**config.mk**
```make
export PLATFORM = sky130hd
export DESIGN_NAME = glitch_sequencer
export DESIGN_NICKNAME = d
export VERILOG_FILES = /design/src/rtl/glitch_sequencer.sv
export SDC_FILE = /design/constraint.sdc
export NUM_CORES = 1
export LEC_CHECK = 0
export ABC_AREA = 1
export BUFFER_PORTS_ARGS = -buffer_cell sky130_fd_sc_hd__buf_2
export CAP_MARGIN = 25
export CORE_MARGIN = 2
export CORE_UTILIZATION = 50
export DETAILED_ROUTE_END_ITERATION = 12
export GPL_TIMING_DRIVEN = 0
export PLACE_DENSITY = 0.71
export SYNTH_ARGS = -nofsm -noshare
export SYNTH_HDL_FRONTEND = slang
export SYNTH_SLANG_ARGS = --single-unit
```
**constraint.sdc**
```tcl
create_clock -name clk_96m -period 3.52 [get_ports clk_96m]
set_clock_uncertainty 0.2 [all_clocks]
set_input_delay 0 -clock clk_96m [delete_from_list [all_inputs] [get_ports clk_96m]]
set_output_delay 0 -clock clk_96m [all_outputs]
set_load 0.01 [all_outputs]
```
**src/rtl/glitch_sequencer.sv**
```systemverilog
// glitch_sequencer: boot-attempt sequencer for the S-RGH glitch core.
// Counts POST edges to locate the glitch point, slows the CPU, requests a
// glitch, then watches for POST progress; a dead attempt pulses a console
// reset and retries until the retry budget is spent.
//
// state | meaning
// IDLE  | disabled; waiting for enable
// COUNT | counting POST edges towards the glitch point
// SLOW  | cpu_slow asserted, settling before the glitch request
// ARM   | glitch request held high (cpu_slow still high)
// CHECK | watching for post-glitch POST progress
// RESET | console reset request pulse, then retry or give up
// DONE  | boot progressed; held until enable drops
// FAIL  | retry budget exhausted; held until enable drops
module glitch_sequencer #(
  parameter int POST_TARGET  = 6,
  parameter int SLOW_CYCLES  = 9600,
  parameter int GLITCH_HOLD  = 17000,
  parameter int OK_EDGES     = 2,
  parameter int BOOT_TIMEOUT = 9600000,
  parameter int RESET_CYCLES = 960,
  parameter int MAX_RETRIES  = 15
) (
  input  logic       clk_96m,
  input  logic       rst_n,
  input  logic       enable,
  input  logic       post_bit,
  output logic       glitch,
  output logic       cpu_slow,
  output logic       reset_req,
  output logic       busy,
  output logic       success,
  output logic       fail,
  output logic [3:0] retry_cnt,
  output logic [2:0] state_dbg
);

  localparam logic [2:0] ST_IDLE  = 3'd0;
  localparam logic [2:0] ST_COUNT = 3'd1;
  localparam logic [2:0] ST_SLOW  = 3'd2;
  localparam logic [2:0] ST_ARM   = 3'd3;
  localparam logic [2:0] ST_CHECK = 3'd4;
  localparam logic [2:0] ST_RESET = 3'd5;
  localparam logic [2:0] ST_DONE  = 3'd6;
  localparam logic [2:0] ST_FAIL  = 3'd7;

  localparam logic [3:0]  POST_TGT     = 4'(POST_TARGET);
  localparam logic [3:0]  OK_TGT       = 4'(OK_EDGES);
  localparam logic [3:0]  RETRY_MAX    = 4'(MAX_RETRIES);
  localparam logic [23:0] SLOW_LAST    = 24'(SLOW_CYCLES - 1);
  localparam logic [23:0] HOLD_LAST    = 24'(GLITCH_HOLD - 1);
  localparam logic [23:0] TIMEOUT_LAST = 24'(BOOT_TIMEOUT - 1);
  localparam logic [23:0] RESET_LAST   = 24'(RESET_CYCLES - 1);

  logic [2:0]  state, state_nxt;
  logic [3:0]  post_cnt, post_cnt_nxt, post_cnt_inc;
  logic [3:0]  retry_nxt, retry_inc;
  logic [23:0] timer;
  logic        timer_clr;
  logic        sync_1, sync_2, sync_3;
  logic        post_edge;

  assign post_edge    = sync_2 ^ sync_3;
  assign post_cnt_inc = post_cnt + 4'd1;
  assign retry_inc    = retry_cnt + 4'd1;
  assign state_dbg    = state;

  // Bring the asynchronous POST bit into clk_96m and keep one extra stage for edge detect
  always_ff @(posedge clk_96m or negedge rst_n) begin
    if (!rst_n) begin
      sync_1 <= 1'b0;
      sync_2 <= 1'b0;
      sync_3 <= 1'b0;
    end else begin
      sync_1 <= post_bit;
      sync_2 <= sync_1;
      sync_3 <= sync_2;
    end
  end

  // Next-state and counter decisions; enable low overrides every other event
  always_comb begin
    state_nxt    = state;
    post_cnt_nxt = post_cnt;
    retry_nxt    = retry_cnt;
    timer_clr    = 1'b0;
    if (!enable) begin
      state_nxt    = ST_IDLE;
      post_cnt_nxt = 4'd0;
      retry_nxt    = 4'd0;
    end else begin
      case (state)
        ST_IDLE: begin
          state_nxt    = ST_COUNT;
          post_cnt_nxt = 4'd0;
          retry_nxt    = 4'd0;
        end
        ST_COUNT: begin
          if (post_edge) begin
            timer_clr = 1'b1;
            if (post_cnt_inc == POST_TGT) begin
              state_nxt    = ST_SLOW;
              post_cnt_nxt = 4'd0;
            end else begin
              post_cnt_nxt = post_cnt_inc;
            end
          end else if (timer == TIMEOUT_LAST) begin
            state_nxt = ST_RESET;
          end
        end
        ST_SLOW: begin
          if (timer == SLOW_LAST) state_nxt = ST_ARM;
        end
        ST_ARM: begin
          if (timer == HOLD_LAST) state_nxt = ST_CHECK;
        end
        ST_CHECK: begin
          // An edge on the timeout cycle counts and restarts the timeout
          if (post_edge) begin
            timer_clr = 1'b1;
            if (post_cnt_inc == OK_TGT) begin
              state_nxt    = ST_DONE;
              post_cnt_nxt = 4'd0;
            end else begin
              post_cnt_nxt = post_cnt_inc;
            end
          end else if (timer == TIMEOUT_LAST) begin
            state_nxt = ST_RESET;
          end
        end
        ST_RESET: begin
          if (timer == RESET_LAST) begin
            retry_nxt    = retry_inc;
            post_cnt_nxt = 4'd0;
            state_nxt    = (retry_inc == RETRY_MAX) ? ST_FAIL : ST_COUNT;
          end
        end
        ST_DONE, ST_FAIL: begin
          state_nxt = state;
        end
        default: begin
          state_nxt = ST_IDLE;
        end
      endcase
    end
  end

  // State, POST edge count and retry count registers
  always_ff @(posedge clk_96m or negedge rst_n) begin
    if (!rst_n) begin
      state     <= ST_IDLE;
      post_cnt  <= 4'd0;
      retry_cnt <= 4'd0;
    end else begin
      state     <= state_nxt;
      post_cnt  <= post_cnt_nxt;
      retry_cnt <= retry_nxt;
    end
  end

  // Shared timer: restarts on every state entry and on counted POST edges, saturates at all-ones
  always_ff @(posedge clk_96m or negedge rst_n) begin
    if (!rst_n) begin
      timer <= 24'd0;
    end else if (timer_clr || (state_nxt != state)) begin
      timer <= 24'd0;
    end else if (timer != '1) begin
      timer <= timer + 24'd1;
    end
  end

  // Outputs registered from the next state so they line up with the state register
  always_ff @(posedge clk_96m or negedge rst_n) begin
    if (!rst_n) begin
      glitch    <= 1'b0;
      cpu_slow  <= 1'b0;
      reset_req <= 1'b0;
      busy      <= 1'b0;
      success   <= 1'b0;
      fail      <= 1'b0;
    end else begin
      glitch    <= (state_nxt == ST_ARM);
      cpu_slow  <= (state_nxt == ST_SLOW) || (state_nxt == ST_ARM);
      reset_req <= (state_nxt == ST_RESET);
      busy      <= (state_nxt != ST_IDLE) && (state_nxt != ST_DONE) && (state_nxt != ST_FAIL);
      success   <= (state_nxt == ST_DONE);
      fail      <= (state_nxt == ST_FAIL);
    end
  end

endmodule
```
==> metrics.txt <==
layout cells sized above 1=0.192; clock power share=0.350; nets@finish=424; Rows=27; number of max-cap violations=0; Setup CP Type=reg2reg; largest cells by area after synthesis=dfrtp_1 38%, nand2_1 10%, nor2_4 8.1%, inv_1 7.4%, nor2_1 6.3%; Worst setup EP type=flop; gr ovfl total=0; gpl congestion=roughly 0.87; combinational fraction of design power=0.106; final hold violations=0; die height=between 80 and 90 um; top post-synthesis cells by count=80 x nand2_1, 58 x inv_1, 49 x nor2_1; Synth Instances=388; drt pass-1 iters=5; power per cell area=just under 300 nW/um^2; Tmin final=approximately 2.4 ns; IR drop worst, VDD=0.186 mV; Leakage=between 0.001 and 0.0015 uW; sequential share of power=0.544; Int Power=696 uW; RSZ-0062 raised after global routing=no; top-area cell type share of the netlist area=0.376; post-synthesis sequential area ratio=0.376; total CTS buffers=5; DR WL/cell=about 12 um; Post-Layout Cell Count=a little under 500; Post-Route Utilization=0.583; relative max-transition margin=0.639; final worst-path cycle share=0.692; Die Wd=between 80 and 90 um; I/O Pins=17; Vias/cell=~5; Finish-stage setup viols=0; Post-synth EDFFs=0; Via Count=about 2400; status=finished, final reports clean; first-pass GRT wire length=about 10000 um; Sw Share=0.274; vias in the first global route=approximately 2400; Yosys top cell by area=dfrtp_1; final WL=5880 um; All-Layer GR Usage=0.205; CTS tree=yes; Hold Crit Class=in2async; Synth cell types=27; max-slew violation count=0; Sink Count=between 40 and 50; Synth Flop Type=dfrtp_1; hpwl dp=between 4000 and 5000 um; die area=6480 um^2; Worst-Skew Late Latency=roughly 0.30 ns; maximum clock insertion buffer count=2; antenna violations before repair=0; Starting Density=0.525; Layout area overhead=11.0%; DRC=0; core outline area=approximately 5600 um^2; Reg2Reg Setup Slack=1.08 ns; Synth warnings=0; placed cells=between 400 and 500; TNS Setup=0 ns; Worst EP required=approximately 3.5 ns; Clock Pin Slew Worst Setup and Hold Paths=0.09 ns; Post-CTS Setup Inserts=0; P_sw=~260 uW; diode count=0; Synth Area per Inst=approximately 7.5 um^2; Worst Tran Pin Value=between 0.5 and 0.6 ns; fmax=410 MHz; port bufs=16; Worst Path Arrival=2.44 ns; largest net degree at the start of global routing=45; Mapped Nets=397; root buf cell=clkbuf_8; H-tree Lvls=2; Yosys reg bits=44; most common cell in the netlist=nand2_1; Async SR Flop Fraction=1.00; Worst setup SP type=flop; Post-Syn Area=2930 um^2; crit path max fanout=6; DRT antenna net count=0; DRT iter0 DRCs=128
==> stage by stage <==
stage	area [um^2]	power (uW)	hold slack, ns	setup WS (ns)
after floorplan	2930	600	-0.496	1.46
after global placement	3100	626	-0.0880	1.10
after detailed placement	3100	628	-0.0906	1.09
after CTS	3220	973	0.120	1.07
after global routing	3250	1010	0.0705	0.902
final	3250	958	0.00837	1.08
==> registers in the layout (all words and copies together), names as in the netlist <==
name and flops:
fail 1, reset_req 1, post_cnt 4, sync_1 1
sync_3 1, state_dbg 3, glitch 1, cpu_slow 1
busy 1, retry_cnt 4, success 1, sync_2 1
timer 24
==> placed cells by master (no fill, tap or decap), drive strengths merged, types with 5 or more instances in the layout <==
| cell type | count |
|---|---|
| a21oi | 5 |
| buf | 20 |
| clkbuf | 5 |
| dfrtp | 44 |
| ha | 5 |
| inv | 62 |
| nand2 | 93 |
| nand3 | 34 |
| nand4 | 9 |
| nor2 | 83 |
| nor3 | 12 |
| o21ai | 18 |
| xor2 | 9 |
==> kinds of logic after synthesis <==
logic type | count (synthesis) | synth area share
flip-flops | 44 | 0.376
adder cells (fa/ha/maj) | 5 | 0.0214
XOR/XNOR | 12 | 0.0359
buffers and inverters | 64 | 0.0937
AND/OR/NAND/NOR | 233 | 0.417
AO/OA/AOI/OAI | 30 | 0.0560
==> power groups by stage <==
stage          registers [uW]  clock network, uW  logic, uW
2_1_floorplan             532                  0       68.2
3_3_place_gp              532                  0       93.9
3_5_place_dp              532                  0       96.5
4_1_cts                   522                352       99.4
5_1_grt                   523                367        115
6_report                  522                335        101
==> timing repair <==
action	CTS	global route
endpoints found under the hold margin	54	0
resized for setup	0	0
hold buffers	3	0
==> final cells by class <==
type	instances	area, um^2
multi-input cells	280	1550
clock inverters	3	26.3
inverters	61	229
clock buffers	5	68.8
fillers	506	2330
flip-flops and latches	44	1100
well taps	72	90.1
repair buffers	20	138
plain buffers	3	45.0
==> worst max-delay path, cell delays in order, from the launching register on <==
cell	delay, ns
dfrtp_1	0.39
ha_1	0.22
nand2_1	0.16
nor2_2	0.06
nand2_2	0.13
nor2_2	0.07
nand2_2	0.13
nand4_1	0.16
nor2_2	0.25
nand2_1	0.15
nor2_1	0.16
nand3_1	0.08
nand2_1	0.11
nor2_4	0.04
==> worst paths after layout <==
kind / from / endpoint / cells past startpoint
max: timer[0] / timer[19] / 13
max in group asynchronous: rst_n / post_cnt[3] / 3
min: rst_n / timer[17] / 2
min in group clk_96m: post_bit / sync_1 / 2
max reg2reg: timer[0] / timer[19] / 13
min reg2reg: sync_1 / sync_2 / 0
==> metal layers <==
layer  part of all wire  wire length (um)  global-route usage  vias up
met2               0.50              2940               0.350       39
met4              0.010                61              0.0576        0
li1                   -                 -                   -     1272
met1               0.47              2750               0.269     1125
met3              0.023               137              0.0326        9
met5                  0                 0                   0        -
Power figures use the tool's default switching activity.
